<file path="src/rtl/fp_seq_pkg.sv">
// Shared definitions for the FP operation sequencer: FSM encoding, ALU op codes,
// IEEE-754 special values and result flag positions.
package fp_seq_pkg;

  typedef logic [2:0] state_t;

  localparam state_t S_IDLE     = 3'd0;
  localparam state_t S_LOAD     = 3'd1;
  localparam state_t S_WAIT     = 3'd2;
  localparam state_t S_CLASSIFY = 3'd3;
  localparam state_t S_ISSUE    = 3'd4;
  localparam state_t S_WAIT_RES = 3'd5;
  localparam state_t S_EMIT     = 3'd6;

  localparam logic [1:0] OP_ADD = 2'b00;
  localparam logic [1:0] OP_SUB = 2'b01;
  localparam logic [1:0] OP_MUL = 2'b10;
  localparam logic [1:0] OP_DIV = 2'b11;

  localparam logic [31:0] QNAN    = 32'h7FC0_0000;
  localparam logic [31:0] POS_INF = 32'h7F80_0000;

  localparam int FLAG_BYPASS  = 0;
  localparam int FLAG_TIMEOUT = 1;
  localparam int FLAG_NAN     = 2;

  function automatic logic [31:0] signed_inf(input logic sign);
    return POS_INF | {sign, 31'd0};
  endfunction

  function automatic logic [2:0] pack_flags(input logic nan, input logic tmo, input logic byp);
    logic [2:0] f;
    f               = '0;
    f[FLAG_NAN]     = nan;
    f[FLAG_TIMEOUT] = tmo;
    f[FLAG_BYPASS]  = byp;
    return f;
  endfunction

endpackage

</file>
<file path="src/rtl/fp_classify.sv">
// Combinational IEEE-754 single-precision special-value decoder.
// Denormals are reported as neither zero nor special.
module fp_classify (
  input  logic [31:0] operand,
  output logic        is_nan,
  output logic        is_inf,
  output logic        is_zero,
  output logic        sign
);

  logic       exp_max;
  logic       man_zero;

  assign exp_max  = (operand[30:23] == 8'hFF);
  assign man_zero = (operand[22:0] == 23'd0);

  assign is_nan  = exp_max & ~man_zero;
  assign is_inf  = exp_max & man_zero;
  assign is_zero = (operand[30:23] == 8'h00) & man_zero;
  assign sign    = operand[31];

endmodule

</file>
<file path="src/rtl/fp_op_sequencer.sv">
// Fetches operand pairs, then issues ADD/SUB/MUL/DIV per pair to the FP ALU and
// emits one tagged result per op. Optional special-value bypass: SPECIAL_BYPASS_EN.
//
// state    | meaning
// IDLE     | waiting for start
// LOAD     | one-cycle load_data pulse to operand memory
// WAIT     | LOAD_WAIT cycles of fetch latency, capture A/B on the last
// CLASSIFY | register special-value flags of A/B, reset op to ADD
// ISSUE    | valid/ready request to the ALU (or bypass)
// WAIT_RES | wait for ALU result strobe or timeout
// EMIT     | one-cycle result strobe, advance op/pair
module fp_op_sequencer
  import fp_seq_pkg::*;
#(
  parameter int PAIR_COUNT = 12,
  parameter int LOAD_WAIT  = 2,
  parameter int TIMEOUT    = 255
) (
  input  logic        clk,
  input  logic        rst_n,
  input  logic        start,
  output logic        load_data,
  input  logic [31:0] a_in,
  input  logic [31:0] b_in,
  output logic [31:0] alu_a,
  output logic [31:0] alu_b,
  output logic [1:0]  alu_op,
  output logic        alu_valid,
  input  logic        alu_ready,
  input  logic [31:0] alu_res,
  input  logic        alu_res_valid,
  output logic [31:0] res_out,
  output logic [1:0]  res_op,
  output logic [3:0]  res_idx,
  output logic [2:0]  res_flags,
  output logic        res_valid,
  output logic        busy,
  output logic        done
);

`ifdef SPECIAL_BYPASS_EN
  localparam logic BYPASS_EN = 1'b1;
`else
  localparam logic BYPASS_EN = 1'b0;
`endif

  state_t      state_q;
  logic [3:0]  pair_q;
  logic [1:0]  op_q;
  logic [3:0]  wait_cnt_q;
  logic [7:0]  tmo_cnt_q;
  logic [31:0] a_q, b_q, res_q;
  logic [2:0]  flags_q;
  logic        done_q;

  logic a_nan, a_inf, a_zero, a_sign;
  logic b_nan, b_inf, b_zero, b_sign;
  logic a_nan_q, a_inf_q, a_zero_q, a_sign_q;
  logic b_nan_q, b_inf_q, b_zero_q, b_sign_q;

  logic        nan_any;
  logic        byp_raw;
  logic        byp_hit;
  logic [31:0] byp_val;
  logic        b_sign_eff;

  fp_classify u_cls_a (
    .operand (a_q),
    .is_nan  (a_nan),
    .is_inf  (a_inf),
    .is_zero (a_zero),
    .sign    (a_sign)
  );

  fp_classify u_cls_b (
    .operand (b_q),
    .is_nan  (b_nan),
    .is_inf  (b_inf),
    .is_zero (b_zero),
    .sign    (b_sign)
  );

  assign nan_any = a_nan_q | b_nan_q;

  // SUB is treated as ADD with B negated so inf-inf is caught in the effective sense.
  always_comb begin
    byp_raw    = 1'b0;
    byp_val    = QNAN;
    b_sign_eff = b_sign_q ^ (op_q == OP_SUB);
    if (a_nan_q || b_nan_q) begin
      byp_raw = 1'b1;
    end else if ((op_q == OP_ADD || op_q == OP_SUB) && (a_inf_q || b_inf_q)) begin
      byp_raw = 1'b1;
      if (a_inf_q && b_inf_q && (a_sign_q != b_sign_eff))
        byp_val = QNAN;
      else if (a_inf_q)
        byp_val = signed_inf(a_sign_q);
      else
        byp_val = signed_inf(b_sign_eff);
    end else if (op_q == OP_DIV && b_zero_q) begin
      byp_raw = 1'b1;
      byp_val = a_zero_q ? QNAN : signed_inf(a_sign_q ^ b_sign_q);
    end
  end

  assign byp_hit = BYPASS_EN & byp_raw;

  assign load_data = (state_q == S_LOAD);
  assign alu_valid = (state_q == S_ISSUE) & ~byp_hit;
  assign alu_a     = a_q;
  assign alu_b     = b_q;
  assign alu_op    = op_q;
  assign res_valid = (state_q == S_EMIT);
  assign res_out   = res_q;
  assign res_op    = op_q;
  assign res_idx   = pair_q;
  assign res_flags = flags_q;
  assign busy      = (state_q != S_IDLE);
  assign done      = done_q;

  always_ff @(posedge clk or negedge rst_n) begin
    if (!rst_n) begin
      state_q    <= S_IDLE;
      pair_q     <= '0;
      op_q       <= '0;
      wait_cnt_q <= '0;
      tmo_cnt_q  <= '0;
      a_q        <= '0;
      b_q        <= '0;
      res_q      <= '0;
      flags_q    <= '0;
      done_q     <= 1'b0;
      a_nan_q    <= 1'b0;
      a_inf_q    <= 1'b0;
      a_zero_q   <= 1'b0;
      a_sign_q   <= 1'b0;
      b_nan_q    <= 1'b0;
      b_inf_q    <= 1'b0;
      b_zero_q   <= 1'b0;
      b_sign_q   <= 1'b0;
    end else begin
      done_q <= 1'b0;
      case (state_q)
        S_IDLE: begin
          if (start) state_q <= S_LOAD;
        end
        S_LOAD: begin
          wait_cnt_q <= 4'(LOAD_WAIT - 1);
          state_q    <= S_WAIT;
        end
        S_WAIT: begin
          if (wait_cnt_q == '0) begin
            a_q     <= a_in;
            b_q     <= b_in;
            state_q <= S_CLASSIFY;
          end else begin
            wait_cnt_q <= wait_cnt_q - 4'd1;
          end
        end
        S_CLASSIFY: begin
          a_nan_q  <= a_nan;
          a_inf_q  <= a_inf;
          a_zero_q <= a_zero;
          a_sign_q <= a_sign;
          b_nan_q  <= b_nan;
          b_inf_q  <= b_inf;
          b_zero_q <= b_zero;
          b_sign_q <= b_sign;
          op_q     <= OP_ADD;
          state_q  <= S_ISSUE;
        end
        S_ISSUE: begin
          if (byp_hit) begin
            res_q   <= byp_val;
            flags_q <= pack_flags(nan_any, 1'b0, 1'b1);
            state_q <= S_EMIT;
          end else if (alu_ready) begin
            tmo_cnt_q <= 8'(TIMEOUT - 1);
            state_q   <= S_WAIT_RES;
          end
        end
        S_WAIT_RES: begin
          if (alu_res_valid) begin
            res_q   <= alu_res;
            flags_q <= pack_flags(nan_any, 1'b0, 1'b0);
            state_q <= S_EMIT;
          end else if (tmo_cnt_q == '0) begin
            res_q   <= QNAN;
            flags_q <= pack_flags(nan_any, 1'b1, 1'b0);
            state_q <= S_EMIT;
          end else begin
            tmo_cnt_q <= tmo_cnt_q - 8'd1;
          end
        end
        S_EMIT: begin
          if (op_q != OP_DIV) begin
            op_q    <= op_q + 2'd1;
            state_q <= S_ISSUE;
          end else if (pair_q == 4'(PAIR_COUNT - 1)) begin
            pair_q  <= '0;
            done_q  <= 1'b1;
            state_q <= S_IDLE;
          end else begin
            pair_q  <= pair_q + 4'd1;
            state_q <= S_LOAD;
          end
        end
        default: state_q <= S_IDLE;
      endcase
    end
  end

endmodule

</file>
<file path="config.mk">
export PLATFORM = sky130hd
export DESIGN_NAME = fp_op_sequencer
export DESIGN_NICKNAME = d
export VERILOG_FILES = /design/src/rtl/fp_seq_pkg.sv /design/src/rtl/fp_classify.sv /design/src/rtl/fp_op_sequencer.sv
export SDC_FILE = /design/constraint.sdc
export NUM_CORES = 1
export LEC_CHECK = 0
export CAP_MARGIN = 10
export CORE_MARGIN = 3
export CORE_UTILIZATION = 39
export DETAILED_ROUTE_END_ITERATION = 10
export PLACE_DENSITY = 0.8
export SKIP_LAST_GASP = 1
export SYNTH_ARGS = -nofsm -noshare
export SYNTH_HDL_FRONTEND = slang
export SYNTH_SLANG_ARGS = --single-unit
</file>
<file path="constraint.sdc">
create_clock -name clk -period 1.9 [get_ports clk]
set_input_delay 0.38 -clock clk [delete_from_list [all_inputs] [get_ports clk]]
set_output_delay 0.38 -clock clk [all_outputs]
set_load 0.02 [all_outputs]
</file>
==> results.json, run 1 <==
{
  "power_switching_mw": 5.04,
  "route.detailed.drc": 0,
  "rsz0062_at_grt": "yes",
  "swShare_pct": 35.6,
  "hp-start": "b_nan_q",
  "seqPwrFrac_pct": 33.5,
  "grt_pass1_wl_um": 22100,
  "grt_max_degree": 43,
  "cp.arrival_ns": 2.23,
  "via_per_inst": 5.08,
  "clock.fmax_ghz": 0.526,
  "floorplan.initialDensity_pct": 40.4,
  "multi_input_area_mm2": 0.00193,
  "place_worst_setup_slack_ns": -0.229,
  "hold-path-cell-count": 2,
  "syn_to_final_growth_pct": 60.2,
  "clk_path_buf_depth": 2,
  "overflow": 0,
  "regToRegStartpoint": "tmo_cnt_q[0]",
  "synth_edf_count": 0,
  "violations": "negative setup slack",
  "syn-num-nets": 498,
  "cts.sinks": 122,
  "async_flop_share_pct": 100,
  "drive_gt1_share_pct": 21.8,
  "power_frac_comb_pct": 44.5,
  "grtUsageTotal_pct": 19.6,
  "min_to": "b_nan_q",
  "cp.required_ns": 2.23,
  "firstDrtPassIters": 4,
  "yosysWarnings": 0,
  "p_leak_nw": 3.53,
  "synth_seq_area_share_pct": 59.5,
  "die_h_um": 121,
  "num_antenna_cells": 0,
  "p_clk_share_pct": 21.9,
  "cp-end-kind": "flip-flop",
  "clock_latency_ns": 0.41,
  "grt_pass1_vias": 4410,
  "finalWeightedCongestion": 0.834,
  "hold_viol_final": 0,
  "io_pins": 213,
  "crit-reg2reg-capture": "tmo_cnt_q[6]",
  "setup_ws_ns": -0.00194,
  "seq_area_mm2": 0.00306,
  "vias": 4133,
  "core-area_mm2": 0.0127,
  "fp.dieArea_mm2": 0.0146,
  "dp_hpwl_um": 10200,
  "wl_per_cell_um": 17.3,
  "r2r_setup_slack_ns": -0.002,
  "maxCapViolCount": 0,
  "hold_class": "reg -> reg",
  "cts_tree": "yes",
  "syn_area_per_cell_um2": 13.1,
  "worst_pin_slew_ns": 0.512,
  "dieWidth_um": 121,
  "yosys.cell_types.count": 46,
  "ant_nets": 0,
  "crit_type": "reg -> reg",
  "netlist_instances": 392,
  "maxSlewHeadroom_pct": 65.9,
  "fin_util_pct": 64.6,
  "port_buffers": 211,
  "setup_viol": 1,
  "rr_worst_depth": 6,
  "htreeDepth": 4,
  "cts_buffers": 17,
  "p_int_mw": 9.10,
  "peakVddDrop_uv": 1170,
  "cp_max_fo": 3,
  "antenna_found_initial": 0,
  "fillCellCount": 1012,
  "drt_iter0_drc": 190,
  "startpoint_type": "flip-flop",
  "cts-root-buf": "clkbuf_16",
  "finalPower_mw": 14.1,
  "period_share_pct": 100,
  "synth_ff_type": "dfrtp_1",
  "power_density_mw_per_mm2": 1720,
  "finalCriticalPeriod_ns": 1.90,
  "status": "finished with violations",
  "syn-cell-area_mm2": 0.00513,
  "core.rowCount": 41,
  "clk_pin_slew_ns": 0.05,
  "fin_nets": 735,
  "ys_ff_latch": 122,
  "skew_ns": 0.00714,
  "wirelength_um": 14100,
  "slew_violations": 0
}
[final cells by class]
cell class                      instances  share of cell area [%]
Multi-Input combinational cell        239                    23.4
Tap cell                              172                    2.62
Timing Repair Buffer                  241                    29.5
Inverter                                8                   0.365
Clock buffer                           21                    5.48
Clock inverter                         11                    1.49
Sequential cell                       122                    37.2
[power by group through the flow]
stage / clock network, mW / registers (mW) / logic, mW
after floorplan: 0 / 5.82 / 1.95
after global placement: 0 / 4.67 / 6.16
after detailed placement: 0 / 4.74 / 6.28
after CTS: 3.16 / 4.73 / 6.35
after global routing: 3.27 / 4.91 / 6.68
final: 3.10 / 4.74 / 6.30
[Yosys cell counts (2+ instances only)]
cell type / n / area, um2
dfrtp_1: 122 / 3050
mux2_2: 63 / 709
a22o_1: 24 / 210
nor2_1: 19 / 71.3
nand2_1: 14 / 52.6
nor4_1: 11 / 68.8
nand4_1: 10 / 62.6
o21ai_0: 10 / 50.1
a21oi_1: 9 / 45.0
inv_1: 8 / 30.0
o22a_1: 8 / 70.1
buf_2: 7 / 35.0
buf_6: 7 / 78.8
nand3_1: 7 / 35.0
nor3_1: 7 / 35.0
and2_1: 5 / 31.3
buf_4: 5 / 37.5
ha_1: 5 / 62.6
clkbuf_1: 4 / 15.0
mux2_1: 4 / 45.0
mux2i_1: 4 / 40.0
nand2b_1: 3 / 18.8
nand3b_1: 3 / 22.5
nor2b_1: 3 / 18.8
or3_1: 3 / 18.8
a21o_1: 2 / 15.0
a31oi_1: 2 / 12.5
and3_1: 2 / 12.5
o221ai_1: 2 / 17.5
o41ai_1: 2 / 17.5
xor2_1: 2 / 17.5
[sequential cells by signal (all words and copies together) (netlist names), 3 cells and up]
signal	count
tmo_cnt_q	8
res_out	32
wait_cnt_q	4
alu_b	32
res_idx	4
state_q	3
alu_a	32
[routing by layer]
layer | GRT usage [%] | wire length [um] | vias up
li1 | - | - | 1917
met1 | 21.7 | 5330 | 2041
met2 | 33.9 | 7360 | 156
met3 | 8.23 | 1200 | 19
met4 | 6.94 | 189 | 0
met5 | 0 | 0 | -
[per-stage QoR]
| stage | instances | cell area (um2) | hold WS (ns) | setup TNS [ns] |
|---|---|---|---|---|
| 6_report | 814 | 8220 | 0.480 | -0.00194 |
| 5_1_grt | 814 | 8220 | 0.509 | -1.63 |
| 4_1_cts | 813 | 8160 | 0.481 | -0.0458 |
| 3_5_place_dp | 778 | 7550 | 0.386 | -0.444 |
| 3_3_place_gp | 778 | 7550 | 0.395 | -0.444 |
| 2_1_floorplan | 392 | 5130 | 0.0844 | 0 |
[worst max path at each step]
stage	startpoint	endpoint	cells past startpoint
global placement	alu_res_valid	tmo_cnt_q[4]	5
floorplan	wait_cnt_q[0]	alu_b[6]	7
finish	tmo_cnt_q[0]	tmo_cnt_q[6]	6
CTS	tmo_cnt_q[0]	tmo_cnt_q[6]	6
global route	tmo_cnt_q[0]	tmo_cnt_q[6]	6
detailed placement	alu_res_valid	tmo_cnt_q[6]	5
[placed cells by master, fill, tap and decap left out, types with 2 or more instances in the layout]
cell type        synthesis  routed
nand3b_1                 3       3
nor2b_1                  3       2
clkinv_4                 0       2
dlymetal6s2s_1           0       6
xor2_1                   2       2
buf_2                    7       3
mux2_1                   4       4
nand2_1                 14      14
dfrtp_1                122     119
nand3_1                  7       7
clkinv_2                 0       3
o41ai_1                  2       2
nor3_1                   7       6
and2_1                   5       5
clkdlybuf4s50_1          0     200
clkbuf_1                 4       3
inv_1                    8       6
a21oi_1                  9       9
ha_1                     5       4
o22a_1                   8       8
buf_4                    5      23
dfrtp_2                  0       3
buf_12                   0       5
mux2i_1                  4       4
inv_2                    0       2
or3_1                    3       2
mux2_2                  63      63
nor4_1                  11      11
o21ai_0                 10      10
a21o_1                   2       2
nor2_1                  19      19
and3_1                   2       2
o221ai_1                 2       2
clkbuf_16                0      18
a22o_1                  24      24
bufinv_16                0       2
nand2b_1                 3       2
nand4_1                 10      10
a31oi_1                  2       2
clkinvlp_4               0       4
[cells by family after synthesis]
logic type / synth area share (%)
AO/OA/AOI/OAI: 9.28
other: 0.0730
adder cells (fa/ha/maj): 1.22
AND/OR/NAND/NOR: 10.3
flip-flops: 59.5
multiplexers: 15.5
XOR/XNOR: 0.341
buffers and inverters: 3.83
[repair_timing]
item,in CTS,in global routing
endpoints found under the hold margin,29,0
setup endpoints to repair,8,66
hold buffers,1,0
resized for setup,19,16
gates cloned,0,1
pin swaps,0,1
buffers inserted,2,0
[worst max-delay path: stages, from the launching register on]
cell and delay [ns]:
dfrtp_1 0.39, inv_2 0.09, ha_4 0.14, or4b_1 0.42, or3_4 0.36, nor4_4 0.23
mux2i_1 0.21
Note: power is estimated with default switching activity, not from simulation.
==> run 2: changes to the inputs <==
- PLACE_DENSITY: 0.8 -> 0.79
- SYNTH_HIERARCHICAL: not set -> 1
==> results.json, run 2 <==
{
  "setup_viol": 0,
  "crit-reg2reg-capture": "res_out[3]",
  "dieWidth_um": 121,
  "cts.sinks": 122,
  "power_density_mw_per_mm2": 1770,
  "finalWeightedCongestion": 0.794,
  "fillCellCount": 927,
  "grt_pass1_wl_um": 22700,
  "p_leak_nw": 3.56,
  "num_antenna_cells": 0,
  "wirelength_um": 14700,
  "cp_cell_sequence": "inv_2 -> ha_4 -> or3b_4 -> o21bai_4 -> nand2_4 -> clkbuf_16 -> a22o_1",
  "seq_area_mm2": 0.00305,
  "top_usage_layer": "met2",
  "setup_ws_ns": 0.0435,
  "dp_cells": 793,
  "finalSetupTns_ns": 0,
  "grt_pass1_vias": 4511,
  "grt.met3_usage_pct": 7.74,
  "vias": 4230,
  "skew_ns": 0.00584,
  "overflow": 0,
  "slew_violations": 0,
  "cts_buffers": 17,
  "final_cell_mix": "201 x clkdlybuf4s50_1, 122 x dfrtp_1, 67 x mux2_2",
  "cp.arrival_ns": 2.16,
  "worst_pin_slew_ns": 0.517,
  "syn_to_final_growth_pct": 61.6,
  "core.rowCount": 41,
  "crit_family": "simple AND/OR/NAND/NOR gates",
  "instances_no_fill": 831,
  "core-area_mm2": 0.0128,
  "floorplan.initialDensity_pct": 40.5,
  "yosysWarnings": 6,
  "slowest_stage": "or3b_4",
  "io_pins": 213,
  "place_worst_setup_slack_ns": -0.0146,
  "hold_viol_final": 0,
  "final_common_cell": "clkdlybuf4s50_1",
  "fp.dieArea_mm2": 0.0147,
  "clk_path_buf_depth": 2,
  "via_per_inst": 5.09,
  "port_buffers": 211,
  "netlist_instances": 413,
  "cp.required_ns": 2.20,
  "route.detailed.drc": 0,
  "regToRegStartpoint": "tmo_cnt_q[0]",
  "cts-root-buf": "clkbuf_16",
  "multi_input_area_mm2": 0.00197,
  "drt_iter0_drc": 231,
  "rsz0062_at_grt": "yes",
  "grtUsageTotal_pct": 20.0,
  "status": "complete, no violations",
  "firstDrtPassIters": 4,
  "syn_area_per_cell_um2": 12.5,
  "die_h_um": 121,
  "drive_gt1_share_pct": 22.5,
  "r2r_setup_slack_ns": 0.04,
  "peakVddDrop_uv": 1120,
  "ant_nets": 0,
  "critical_path_buf_inv_count": 2,
  "rr_worst_depth": 7,
  "clk_pin_slew_ns": 0.06,
  "met2_usage_pct": 34.7,
  "dp_hpwl_um": 10400,
  "htreeDepth": 4,
  "antenna_found_initial": 0,
  "syn-num-nets": 519,
  "wl_per_cell_um": 17.7,
  "cts_tree": "yes",
  "cp-end-kind": "flip-flop",
  "grt_max_degree": 65,
  "clock_latency_ns": 0.41,
  "maxSlewHeadroom_pct": 65.2,
  "hold_class": "in -> async",
  "fin_nets": 752,
  "maxCapViolCount": 0,
  "crit_type": "reg -> reg",
  "startpoint_type": "flip-flop",
  "period_share_pct": 97.7,
  "met1_usage_pct": 22.5,
  "syn-cell-area_mm2": 0.00518,
  "cp_max_fo": 6,
  "clock.fmax_ghz": 0.539,
  "slowest_delay_ns": 0.41,
  "finalCriticalPeriod_ns": 1.86
}
run 2: per-stage QoR:
step | total power [mW] | hold WS [ns] | area (um2) | util (%)
2_1_floorplan | 7.89 | 0.0844 | 5180 | -
3_3_place_gp | 11.0 | 0.243 | 7600 | 59.5
6_report | 14.8 | 0.360 | 8360 | 65.5
5_1_grt | 15.5 | 0.358 | 8360 | 65.5
3_5_place_dp | 11.2 | 0.246 | 7600 | 59.5
4_1_cts | 14.8 | 0.343 | 8250 | 64.6
run 2: cell type report:
type	count	area share [%]
multi-input combinational	250	23.6
clock buffer	19	5.42
sequential	122	36.5
tap	172	2.57
clock inverter	13	2.36
timing repair buffer	238	28.8
inverter	17	0.763
run 2: where the power goes:
| group | switching, mW | total [mW] | internal [mW] | leakage, nW |
|---|---|---|---|---|
| logic | 3.15 | 6.53 | 3.38 | 1.81 |
| clock network | 1.18 | 3.56 | 2.38 | 0.315 |
| registers | 0.924 | 4.71 | 3.79 | 1.44 |
| total | 5.25 | 14.8 | 9.55 | 3.56 |
run 2: timing repair:
action	in CTS	in global routing
hold buffers	1	0
endpoints found under the setup margin	7	41
pin swaps	0	2
gates cloned	0	3
resized for setup	12	16
buffers inserted	0	2
endpoints found under the hold margin	9	0
run 2: worst max-delay path by stage:
stage	start	endpoint	slack, ns	cells after the start
global placement	tmo_cnt_q[0]	res_out[25]	0.07	6
global route	wait_cnt_q[0]	wait_cnt_q[1]	-0.03	6
detailed placement	tmo_cnt_q[0]	tmo_cnt_q[2]	-0.01	6
CTS	state_q[0]	load_data	-0.09	3
finish	tmo_cnt_q[0]	res_out[3]	0.04	7
floorplan	tmo_cnt_q[0]	res_out[10]	0.04	8
run 2: metal layers:
layer,share of wire [%],wire length (um)
met1,38,5570
met2,52,7700
met3,8.0,1170
met4,1.7,250
met5,0,0
==> run 3: changes to the inputs <==
- GPL_TIMING_DRIVEN: not set -> 1
==> results of run 3 <==
Same layout as run 2: the final DEF is identical, and so are final timing and power.
